$ cat config.mk
export PLATFORM = sky130hd
export DESIGN_NAME = mux_scan_arbiter
export DESIGN_NICKNAME = d
export VERILOG_FILES = /design/src/rtl/mux_scan_pkg.sv /design/src/rtl/rr_pick4.sv /design/src/rtl/mux_scan_arbiter.sv
export SDC_FILE = /design/constraint.sdc
export NUM_CORES = 1
export LEC_CHECK = 0
export CAP_MARGIN = 5
export CORE_MARGIN = 1.5
export CORE_UTILIZATION = 42
export DETAILED_ROUTE_END_ITERATION = 16
export MAX_ROUTING_LAYER = met4
export PLACE_DENSITY = 0.7
export SYNTH_ARGS = -nofsm -noshare
export SYNTH_HDL_FRONTEND = slang
export SYNTH_SLANG_ARGS = --single-unit
$ cat constraint.sdc
create_clock -name clk -period 1.35 [get_ports clk]
set_input_delay 0.135 -clock clk [delete_from_list [all_inputs] [get_ports clk]]
set_output_delay 0.135 -clock clk [all_outputs]
set_load 0.01 [all_outputs]
$ cat src/rtl/mux_scan_pkg.sv
// Shared types and constants for the 4:1 mux scan arbiter.
// Channel count, channel index width and the arbiter state encoding.
package mux_scan_pkg;

    localparam int unsigned NUM_CH = 4;
    localparam int unsigned CH_W   = 2;

    typedef enum logic [1:0] {
        IDLE   = 2'd0,
        SETTLE = 2'd1,
        VALID  = 2'd2,
        ACK    = 2'd3
    } state_e;

    function automatic logic [NUM_CH-1:0] onehot(input logic [CH_W-1:0] ch);
        logic [NUM_CH-1:0] v;
        v     = '0;
        v[ch] = 1'b1;
        return v;
    endfunction

endpackage

$ cat src/rtl/rr_pick4.sv
// Combinational round-robin picker: returns the first set request bit
// starting at ptr and wrapping modulo 4.
module rr_pick4
    import mux_scan_pkg::*;
(
    input  logic [NUM_CH-1:0] req,
    input  logic [CH_W-1:0]   ptr,
    output logic              any,
    output logic [CH_W-1:0]   ch
);

    logic [CH_W-1:0] w_idx;

    // Walk from the farthest offset back to ptr so the nearest hit wins.
    always_comb begin
        any   = 1'b0;
        ch    = '0;
        w_idx = '0;
        for (int k = NUM_CH - 1; k >= 0; k--) begin
            w_idx = ptr + CH_W'(k);
            if (req[w_idx]) begin
                any = 1'b1;
                ch  = w_idx;
            end
        end
    end

endmodule

$ cat src/rtl/mux_scan_arbiter.sv
// Round-robin upstream controller for a 4:1 channel mux: selects a channel,
// waits out the mux settle time, samples mux_out and hands it downstream.
module mux_scan_arbiter
    import mux_scan_pkg::*;
#(
    parameter int unsigned SETTLE_CYCLES = 4,
    parameter int unsigned CNT_W         = 3
) (
    input  logic              clk,
    input  logic              rst_n,
    input  logic [NUM_CH-1:0] req,
    output logic [NUM_CH-1:0] ack,
    output logic              address0,
    output logic              address1,
    input  logic              mux_out,
    output logic              out_valid,
    input  logic              out_ready,
    output logic              out_data,
    output logic [CH_W-1:0]   out_channel
);

    if (SETTLE_CYCLES < 1) begin : g_bad_settle
        $error("SETTLE_CYCLES must be at least 1");
    end
    if ((64'd1 << CNT_W) <= 64'(SETTLE_CYCLES)) begin : g_bad_cnt_w
        $error("CNT_W too narrow to hold SETTLE_CYCLES");
    end

    state_e            r_state,       w_state_nxt;
    logic [CH_W-1:0]   r_ptr,         w_ptr_nxt;
    logic [CNT_W-1:0]  r_cnt,         w_cnt_nxt;
    logic [CH_W-1:0]   r_addr,        w_addr_nxt;
    logic [NUM_CH-1:0] r_ack,         w_ack_nxt;
    logic              r_out_valid,   w_valid_nxt;
    logic              r_out_data,    w_data_nxt;
    logic [CH_W-1:0]   r_out_channel, w_chan_nxt;

    logic              w_any;
    logic [CH_W-1:0]   w_pick;

    rr_pick4 u_pick (
        .req (req),
        .ptr (r_ptr),
        .any (w_any),
        .ch  (w_pick)
    );

    always_ff @(posedge clk or negedge rst_n) begin
        if (!rst_n) begin
            r_state       <= IDLE;
            r_ptr         <= '0;
            r_cnt         <= '0;
            r_addr        <= '0;
            r_ack         <= '0;
            r_out_valid   <= 1'b0;
            r_out_data    <= 1'b0;
            r_out_channel <= '0;
        end else begin
            r_state       <= w_state_nxt;
            r_ptr         <= w_ptr_nxt;
            r_cnt         <= w_cnt_nxt;
            r_addr        <= w_addr_nxt;
            r_ack         <= w_ack_nxt;
            r_out_valid   <= w_valid_nxt;
            r_out_data    <= w_data_nxt;
            r_out_channel <= w_chan_nxt;
        end
    end

    // Address only changes on a grant, so an idle mux never sees a select glitch.
    always_comb begin
        w_state_nxt = r_state;
        w_ptr_nxt   = r_ptr;
        w_cnt_nxt   = r_cnt;
        w_addr_nxt  = r_addr;
        w_ack_nxt   = '0;
        w_valid_nxt = r_out_valid;
        w_data_nxt  = r_out_data;
        w_chan_nxt  = r_out_channel;
        unique case (r_state)
            IDLE: begin
                if (w_any) begin
                    w_addr_nxt  = w_pick;
                    w_chan_nxt  = w_pick;
                    w_cnt_nxt   = CNT_W'(SETTLE_CYCLES);
                    w_state_nxt = SETTLE;
                end
            end
            SETTLE: begin
                if (r_cnt > CNT_W'(1)) begin
                    w_cnt_nxt = r_cnt - CNT_W'(1);
                end else begin
                    w_cnt_nxt   = '0;
                    w_data_nxt  = mux_out;
                    w_valid_nxt = 1'b1;
                    w_state_nxt = VALID;
                end
            end
            VALID: begin
                if (out_ready) begin
                    w_valid_nxt = 1'b0;
                    w_ack_nxt   = onehot(r_out_channel);
                    w_ptr_nxt   = r_out_channel + CH_W'(1);
                    w_state_nxt = ACK;
                end
            end
            ACK: begin
                w_state_nxt = IDLE;
            end
        endcase
    end

    assign ack         = r_ack;
    assign address0    = r_addr[0];
    assign address1    = r_addr[1];
    assign out_valid   = r_out_valid;
    assign out_data    = r_out_data;
    assign out_channel = r_out_channel;

endmodule
; ---- Word-level counts from Yosys, hierarchy flattened
; Cells that the tools add are included.
; Widths: inputs -> output; s select.
[word_totals]
wordCells = 66
out_inout_bits = 10
register_bits = 15
[classes]
n_mux = 30
add_sub_neg = 5
bitwise_logic = 1
n_lt_le_gt_ge = 7
reduce_logical = 10
eq_ne = 6
[ops]
columns = operator, n
row1 = $lt 2x3->1 const B, 5
row2 = $mux 2, 7
row3 = $mux 1, 11
row4 = $bmux 1 s2, 4
row5 = $mux 4, 2
row6 = $pmux 2 s4, 1
row7 = $reduce_and 2->1, 4
row8 = $mux 3, 2
row9 = $pmux 3 s2, 1
row10 = $reduce_and 3->1, 2
row11 = $add 2x1->2 const B, 2
row12 = $add 2x2->2 const B, 2
row13 = $eq 2x2->1 const B, 2
row14 = $ne 2x2->1 const B, 2
row15 = $reduce_bool 2->1, 2
row16 = $gt 3x1->1 const B, 1
row17 = $sub 3x1->3 const B, 1
row18 = $demux 1 s2, 1
row19 = $eq 2x1->1 const B, 1
row20 = $ge 2x1->1 const B, 1
row21 = $logic_not 2->1, 1
row22 = $ne 2x1->1 const B, 1
row23 = $pmux 1 s2, 1
row24 = $logic_and 1x1->1, 1
row25 = $not 1->1, 1

; ---- Logic depth before layout (Yosys ltp)
; Gate-level depths: netlist (run 1).
[logic_depth]
depth_word = 9
ltp_mapped = 6
ltp_nobuf = 6

; ---- Modules after synthesis
; A second synthesis (run 1) with hierarchy kept.
[hier_totals]
cells_unflattened = 84
area_unflattened_um2 = 869.6
[by_module_without_submodules]
columns = mod, seq_area_each_um2, n_inst, cells_per_inst, area_per_inst_um2
row1 = mux_scan_arbiter, 375.4, 1, 71, 792.0
row2 = rr_pick4, 0.0, 1, 13, 77.6

; ---- Worst setup path after synthesis (run 1)
; OpenSTA, ideal clock, no wires.
[synth_path]
path_type = register -> register
from = register r_cnt[1]
to = register r_cnt[1]
setup_ns = 0.131
path_stages_with_launch = 7
period_less_slack_ns = 1.498
t_required_ns = 1.219
n_path_buf = 0
arrival_time_ns = 1.367
slack_ns = -0.148
path_cell_list = dfrtp_1 -> inv_1 -> ha_1 -> o21ba_1 -> o21ai_4 -> o32ai_1 -> or3_1
[synth_via]
elab_chain_cells = 3
[synth_lines]
columns = element, line
row1 = from (decl), mux_scan_arbiter.sv:31  ; logic [CNT_W-1:0] r_cnt, w_cnt_nxt;
row2 = from (signal assigned), mux_scan_arbiter.sv:61  ; r_cnt <= w_cnt_nxt;
row3 = $sub 3x1->3 or $gt 3x1->1 (tied branches), "mux_scan_arbiter.sv:91, mux_scan_arbiter.sv:90"
row4 = $mux 3 (*), mux_scan_arbiter.sv:90  ; if (r_cnt > CNT_W'(1)) begin
row5 = $pmux 3 s2 (*), mux_scan_arbiter.sv:80  ; unique case (r_state)
; Every way passes the cells marked *; elsewhere a longest branch is shown, timed or not.
; A chain may end at the register's enable or synchronous reset.

; ---- Worst setup path in the final report (run 1)
; Ends and elaborated chain as after synthesis.

==> results by group, run 1 <==
Power
  – Pleak: 0.649 nW
  – Sw Ratio: 0.390
  – Comb pwr share: 0.629
  – Fraction of power consumed by the clock network: 0.092
  – NetSw: 1.11 mW
  – Int Power: 1.74 mW
  – PD cells: 2060 nW/um^2
  – VDD IR-drop max: 1.08 mV
  – Sequential power share: 0.278

Placed design
  – DP Cell Count: 146
  – Routability cong.: 0.803
  – Dpl hpwl: 1.40 mm
  – IO buf count: 17

Detailed routing
  – Routed length on met1: 831 um
  – Final ANT Viol Nets: 0
  – Total Wirelength: 2.02 mm
  – Initial DRC Count: 12
  – Vias per Instance: 5.19
  – DRC errors left: 0
  – Vias: 820
  – DR WL/cell: 12.8 um
  – DR top layer: met4
  – Drt first pass iters: 4
  – Metal3 WL: 86 um
  – Met2 routed WL: 1.08 mm

Setup path
  – Cell family with most CP delay: flip-flops
  – Ordered cell list for the critical path: inv_2 -> ha_4 -> o21ba_4 -> o21ai_4 -> nor3_1 -> or3_1
  – Buf/Inv on CP: 1
  – Crit-path slowest cell: dfrtp_1
  – Startpoint Class: register
  – Worst Setup End Kind: register
  – Slowest cell delay on critical path: 0.41 ns
  – Critical Path RT: 1.51 ns
  – Critical path launch point: r_cnt[1]
  – Worst EP arrival: 1.66 ns
  – Critical setup path kind: reg -> reg
  – CP max FO: 6
  – Reg2reg start: r_cnt[1]

Yosys
  – Synth warn: 0
  – Mapped Area: 886 um^2
  – Top cell type's share of synthesized area: 0.424
  – Post-synthesis sequential area ratio: 0.424
  – Register bit total from synthesis: 15
  – Post-Syn Instances: 86
  – Area contributors post-synth: dfrtp_1 42%, ha_1 14%, inv_1 3.8%
  – Synth area leader: dfrtp_1
  – Synthesized net count: 104
  – Syn_area_per_cell: 10.3 um^2
  – Library cells used by synthesis: 29

CTS
  – Clk slew on worst S/H paths: 0.09 ns
  – Clock Tree Buf Depth: 2
  – Clock H-tree levels: 1
  – Clock Tree Root: clkbuf_4
  – Clock Sinks: 15
  – CTS buffer count: 3
  – TritonCTS clock tree: built
  – Clk_lat worst skew: 0.28 ns

Die
  – Core ar.: 1980 um^2
  – Die area: 2390 um^2
  – Ports: 18
  – Row cnt: 16
  – Die Span Y: 48.9 um
  – Die W: 48.9 um
  – Starting density of the core: 0.447

Global routing
  – Vias in the first global route: 747
  – All-Layer GR Usage: 0.179
  – Total global routing overflow: 0
  – First-pass GRT wire length: 3.21 mm
  – Largest net degree at the start of global routing: 16
  – Initial antenna violation count: 0

STA
  – RSZ-0062 raised after global routing: true
  – Fmax: 671 MHz
  – Worst-margin pin slew: 0.288 ns
  – Hold Fails Final Rpt: 0
  – Final WS setup: -0.141 ns
  – Final setup viols: 6
  – Slew headroom: 0.807
  – Setup_tns: -0.563 ns
  – Max Clock Skew: 0.00177 ns
  – Final Critical Period: 1.49 ns
  – Slew Viols, Final: 0
  – Final worst-path cycle share: 1.10

Run
  – Max Cap Viol: 0

Layout
  – Multi-input logic area: 553 um^2
  – Layout Nets: 150
  – Layout cells sized above 1: 0.405
  – Final core occ: 0.701
  – Non-filler cells, final: 158
  – FF+latch area: 379 um^2
  – Area Overhead vs Synth: 56.8%
  – Filler Cell Count: 142
  – Ant. Diodes: 0

Outcome
  – Status: complete, but fails checks
  – Failing checks: negative setup slack

Hold path
  – Worst Hold Class: in -> async
cells in the mapped netlist:
cell type	n
ha_1	10
dfrtp_1	15
inv_1	9
buf_4	2
nor3_1	2
a21oi_1	4
o31ai_1	1
a21boi_0	1
mux2_2	3
nor2b_1	1
o32ai_1	1
a32oi_1	1
o21ai_4	1
o221a_2	1
o21ai_0	4
or3_1	1
o21ba_1	1
o41ai_1	1
o2bb2ai_1	1
mux2i_1	1
a221oi_1	1
nand2b_1	3
o211ai_1	1
nand2_1	8
nor4_4	1
and2_1	1
nor2_1	4
nand3_1	2
and3_1	4
metrics by stage:
stage / total power [mW] / hold slack (ns) / area [um^2] / setup slack [ns]
floorplan: 1.63 / -0.161 / 905 / -0.110
global placement: 2.19 / 0.471 / 1230 / -0.248
detailed placement: 2.23 / 0.466 / 1230 / -0.291
CTS: 2.63 / 0.163 / 1320 / -0.134
global route: 3.09 / 0.172 / 1390 / -0.201
finish: 2.85 / 0.161 / 1390 / -0.141
sequential cells by signal, indices dropped and copies added (netlist names):
signal	cells
out_channel	2
r_cnt	3
out_data	1
out_valid	1
r_ptr	2
ack	4
r_state	2
power groups by stage:
stage | sequential [mW] | combinational [mW] | clock, mW
global route | 0.819 | 1.97 | 0.294
floorplan | 0.816 | 0.817 | 0
detailed placement | 0.810 | 1.42 | 0
global placement | 0.800 | 1.39 | 0
CTS | 0.784 | 1.57 | 0.274
finish | 0.794 | 1.80 | 0.264
metal layers:
metal / global-route usage / vias up
li1: - / 393
met1: 0.199 / 397
met2: 0.317 / 26
met3: 0.0307 / 4
met4: 0.0714 / 0
met5: - / -
kinds of logic after synthesis:
| family | share of synthesized area |
|---|---|
| adders and majority gates | 0.141 |
| muxes | 0.0494 |
| buffers and inverters | 0.0551 |
| AOI/OAI and AO/OA | 0.162 |
| and+or+nand+nor | 0.168 |
| DFF | 0.424 |
worst paths after layout:
kind | to | slack, ns | depth (start not counted)
min in group clk | out_data | 0.47 | 2
max in group asynchronous | r_cnt[0] | 1.00 | 2
worst min register to register | out_data | 0.51 | 1
worst max-delay path | r_cnt[1] | -0.14 | 6
worst max register to register | r_cnt[1] | -0.14 | 6
worst min-delay path | ack[2] | 0.16 | 2
layout by cell type, fill, tap and decap left out, types with 3 or more instances in the layout:
cell and instances:
a21oi_1 4, and3_1 4, buf_4 25, clkbuf_4 3, clkdlybuf4s50_1 12, dfrtp_1 12
dfrtp_2 3, dlygate4sd2_1 5, ha_1 6, ha_4 4, inv_1 5, inv_2 4
mux2_2 3, nand2_1 7, nor2_1 4, o21ai_0 4
area by class of cell:
type | count | area share
inverters | 9 | 0.0243
repair buffers | 43 | 0.261
flip-flops and latches | 15 | 0.273
multi-input cells | 60 | 0.398
well taps | 27 | 0.0243
clock buffers | 4 | 0.0189
what timing repair did:
item,CTS,global route
gates resized for setup,13,13
hold buffers,0,0
setup buffers,6,3
endpoints found under the setup margin,13,9
pin swaps,6,2
Note: power is estimated with default switching activity, not from simulation.
==> run 2: changes to the inputs <==
--- a/config.mk
+++ b/config.mk
@@ -7,10 +7,11 @@
 export LEC_CHECK = 0
 export CAP_MARGIN = 5
 export CORE_MARGIN = 1.5
-export CORE_UTILIZATION = 42
+export CORE_UTILIZATION = 44
 export DETAILED_ROUTE_END_ITERATION = 16
+export GPL_ROUTABILITY_DRIVEN = 0
 export MAX_ROUTING_LAYER = met4
-export PLACE_DENSITY = 0.7
+export PLACE_DENSITY = 0.73
 export SYNTH_ARGS = -nofsm -noshare
 export SYNTH_HDL_FRONTEND = slang
 export SYNTH_SLANG_ARGS = --single-unit
==> run 2 against run 1 <==
The flow still finishes with violations (negative setup slack). Wire length up 3.5%. Fmax about the same. Count of clock-buffer cells in the layout unchanged. Clock skew up 0.0056 ns. Global-route usage rose by 5.0 points. Critical path type unchanged. Largest cell class unchanged.
==> results by group, run 2 (synthesis results as in run 1) <==
CTS
  – Clock Tree Buf Depth: 2
  – Clock Sinks: 15
  – Clk_lat worst skew: 0.29 ns
  – TritonCTS clock tree: built
  – Clock Tree Root: clkbuf_4
  – Clk slew on worst S/H paths: 0.09 ns
  – Clock H-tree levels: 1
  – CTS buffer count: 3

Setup path
  – Crit-path slowest cell: dfrtp_1
  – Cell family with most CP delay: compound AO/OA/AOI/OAI gates
  – Worst Setup End Kind: register
  – Reg2reg start: r_cnt[1]
  – Critical Path RT: 1.53 ns
  – Critical path launch point: r_cnt[1]
  – Slowest cell delay on critical path: 0.40 ns
  – Critical setup path kind: reg -> reg
  – Worst EP arrival: 1.67 ns
  – Startpoint Class: register
  – CP max FO: 5
  – Buf/Inv on CP: 1
  – Ordered cell list for the critical path: inv_2 -> ha_4 -> o21ba_4 -> o21ai_4 -> o32ai_1 -> or3_1
  – R2R Setup Slk: -0.14 ns

Power
  – Comb pwr share: 0.635
  – NetSw: 1.14 mW
  – Sw Ratio: 0.393
  – Sequential power share: 0.274
  – Fraction of power consumed by the clock network: 0.091
  – Pleak: 0.685 nW
  – Total power: 2.89 mW
  – PD cells: 2080 nW/um^2
  – Int Power: 1.76 mW
  – VDD IR-drop max: 1.24 mV

Die
  – Ports: 18
  – Starting density of the core: 0.461
  – Row cnt: 16
  – Die W: 47.9 um
  – Core ar.: 1920 um^2
  – Die area: 2290 um^2
  – Die Span Y: 47.9 um

Layout
  – Area Overhead vs Synth: 56.8%
  – Max FFs per register: 4
  – FF+latch area: 378 um^2
  – Filler Cell Count: 148
  – Final core occ: 0.723
  – Multi-input logic area: 556 um^2
  – Fin area: 1390 um^2
  – Most frequent cells in the layout: 25 x buf_4, 13 x dfrtp_1, 11 x clkdlybuf4s50_1
  – Ant. Diodes: 0
  – Layout Nets: 149
  – Layout cells sized above 1: 0.400
  – Most common cell after layout, fill and taps aside: buf_4

Detailed routing
  – Drt first pass iters: 4
  – Initial DRC Count: 5
  – Vias: 781
  – DRC errors left: 0
  – Total Wirelength: 2.09 mm
  – Final ANT Viol Nets: 0
  – Vias per Instance: 4.97
  – DR WL/cell: 13.3 um

Global routing
  – Vias in the first global route: 772
  – First-pass GRT wire length: 3.42 mm
  – Initial antenna violation count: 0
  – Total global routing overflow: 0
  – Largest net degree at the start of global routing: 16
  – All-Layer GR Usage: 0.229

Outcome
  – Status: complete, but fails checks
  – Failing checks: negative setup slack

Placed design
  – Placed inst area: 1240 um^2
  – Setup WS pre-CTS: -0.247 ns
  – Dpl hpwl: 1.41 mm
  – IO buf count: 17

STA
  – RSZ-0062 raised after global routing: true
  – Final WS setup: -0.141 ns
  – Slew headroom: 0.844
  – Final worst-path cycle share: 1.10
  – Fmax: 671 MHz
  – Slew Viols, Final: 0
  – Final Critical Period: 1.49 ns
  – Max Clock Skew: 0.00736 ns
  – Worst-margin pin slew: 0.233 ns
  – Hold Fails Final Rpt: 0
  – Final setup viols: 6

Hold path
  – Worst Hold Class: in -> async

Run
  – Max Cap Viol: 0
-- run 2: changes by cell type in the layout (fill, tap and decap cells not counted), sizes merged --
cell,change
dlygate4sd2,-2
clkdlybuf4s50,-1
buf,-1
dlymetal6s2s,+3
-- run 2: repair_timing --
item                                    CTS  global route
endpoints found under the setup margin   12            11
buffers inserted                          6             1
gates resized for setup                  15            12
hold buffers                              0             0
endpoints found under the hold margin     0             0
pin swaps                                 6             2
cloned                                    0             0
-- run 2: layout make-up --
class                           instances  share of cell area
Clock buffer                            4              0.0189
Inverter                                9              0.0243
Multi-Input combinational cell         60               0.400
Sequential cell                        15               0.272
Tap cell                               27              0.0243
Timing Repair Buffer                   42               0.260
-- run 2: final timing paths --
check	to	cells after the start
max	r_cnt[1]	6
min	r_cnt[1]	2
max reg2reg	r_cnt[1]	6
min reg2reg	out_data	1
max in group asynchronous	out_channel[0]	2
min in group clk	out_data	2
-- run 2: per-layer routing --
metal / global-route usage / vias up / wire length (um)
li1: - / 389 / -
met1: 0.268 / 368 / 950
met2: 0.387 / 19 / 1030
met3: 0.0340 / 5 / 71
met4: 0.0973 / 0 / 47
met5: - / - / 0
-- run 2: per-stage QoR --
step	instances	TNS (ns)	hold slack (ns)
6_report	157	-0.634	0.144
5_1_grt	157	-0.962	0.181
4_1_cts	157	-0.464	0.151
3_5_place_dp	147	-1.20	0.471
3_3_place_gp	147	-1.00	0.469
2_1_floorplan	86	-0.246	-0.161
-- run 2: power groups by stage --
stage / clock network [mW] / registers [mW] / logic [mW]
after floorplan: 0 / 0.816 / 0.817
after global placement: 0 / 0.799 / 1.39
after detailed placement: 0 / 0.810 / 1.44
after CTS: 0.268 / 0.780 / 1.69
after global routing: 0.286 / 0.821 / 2.04
final: 0.264 / 0.794 / 1.84
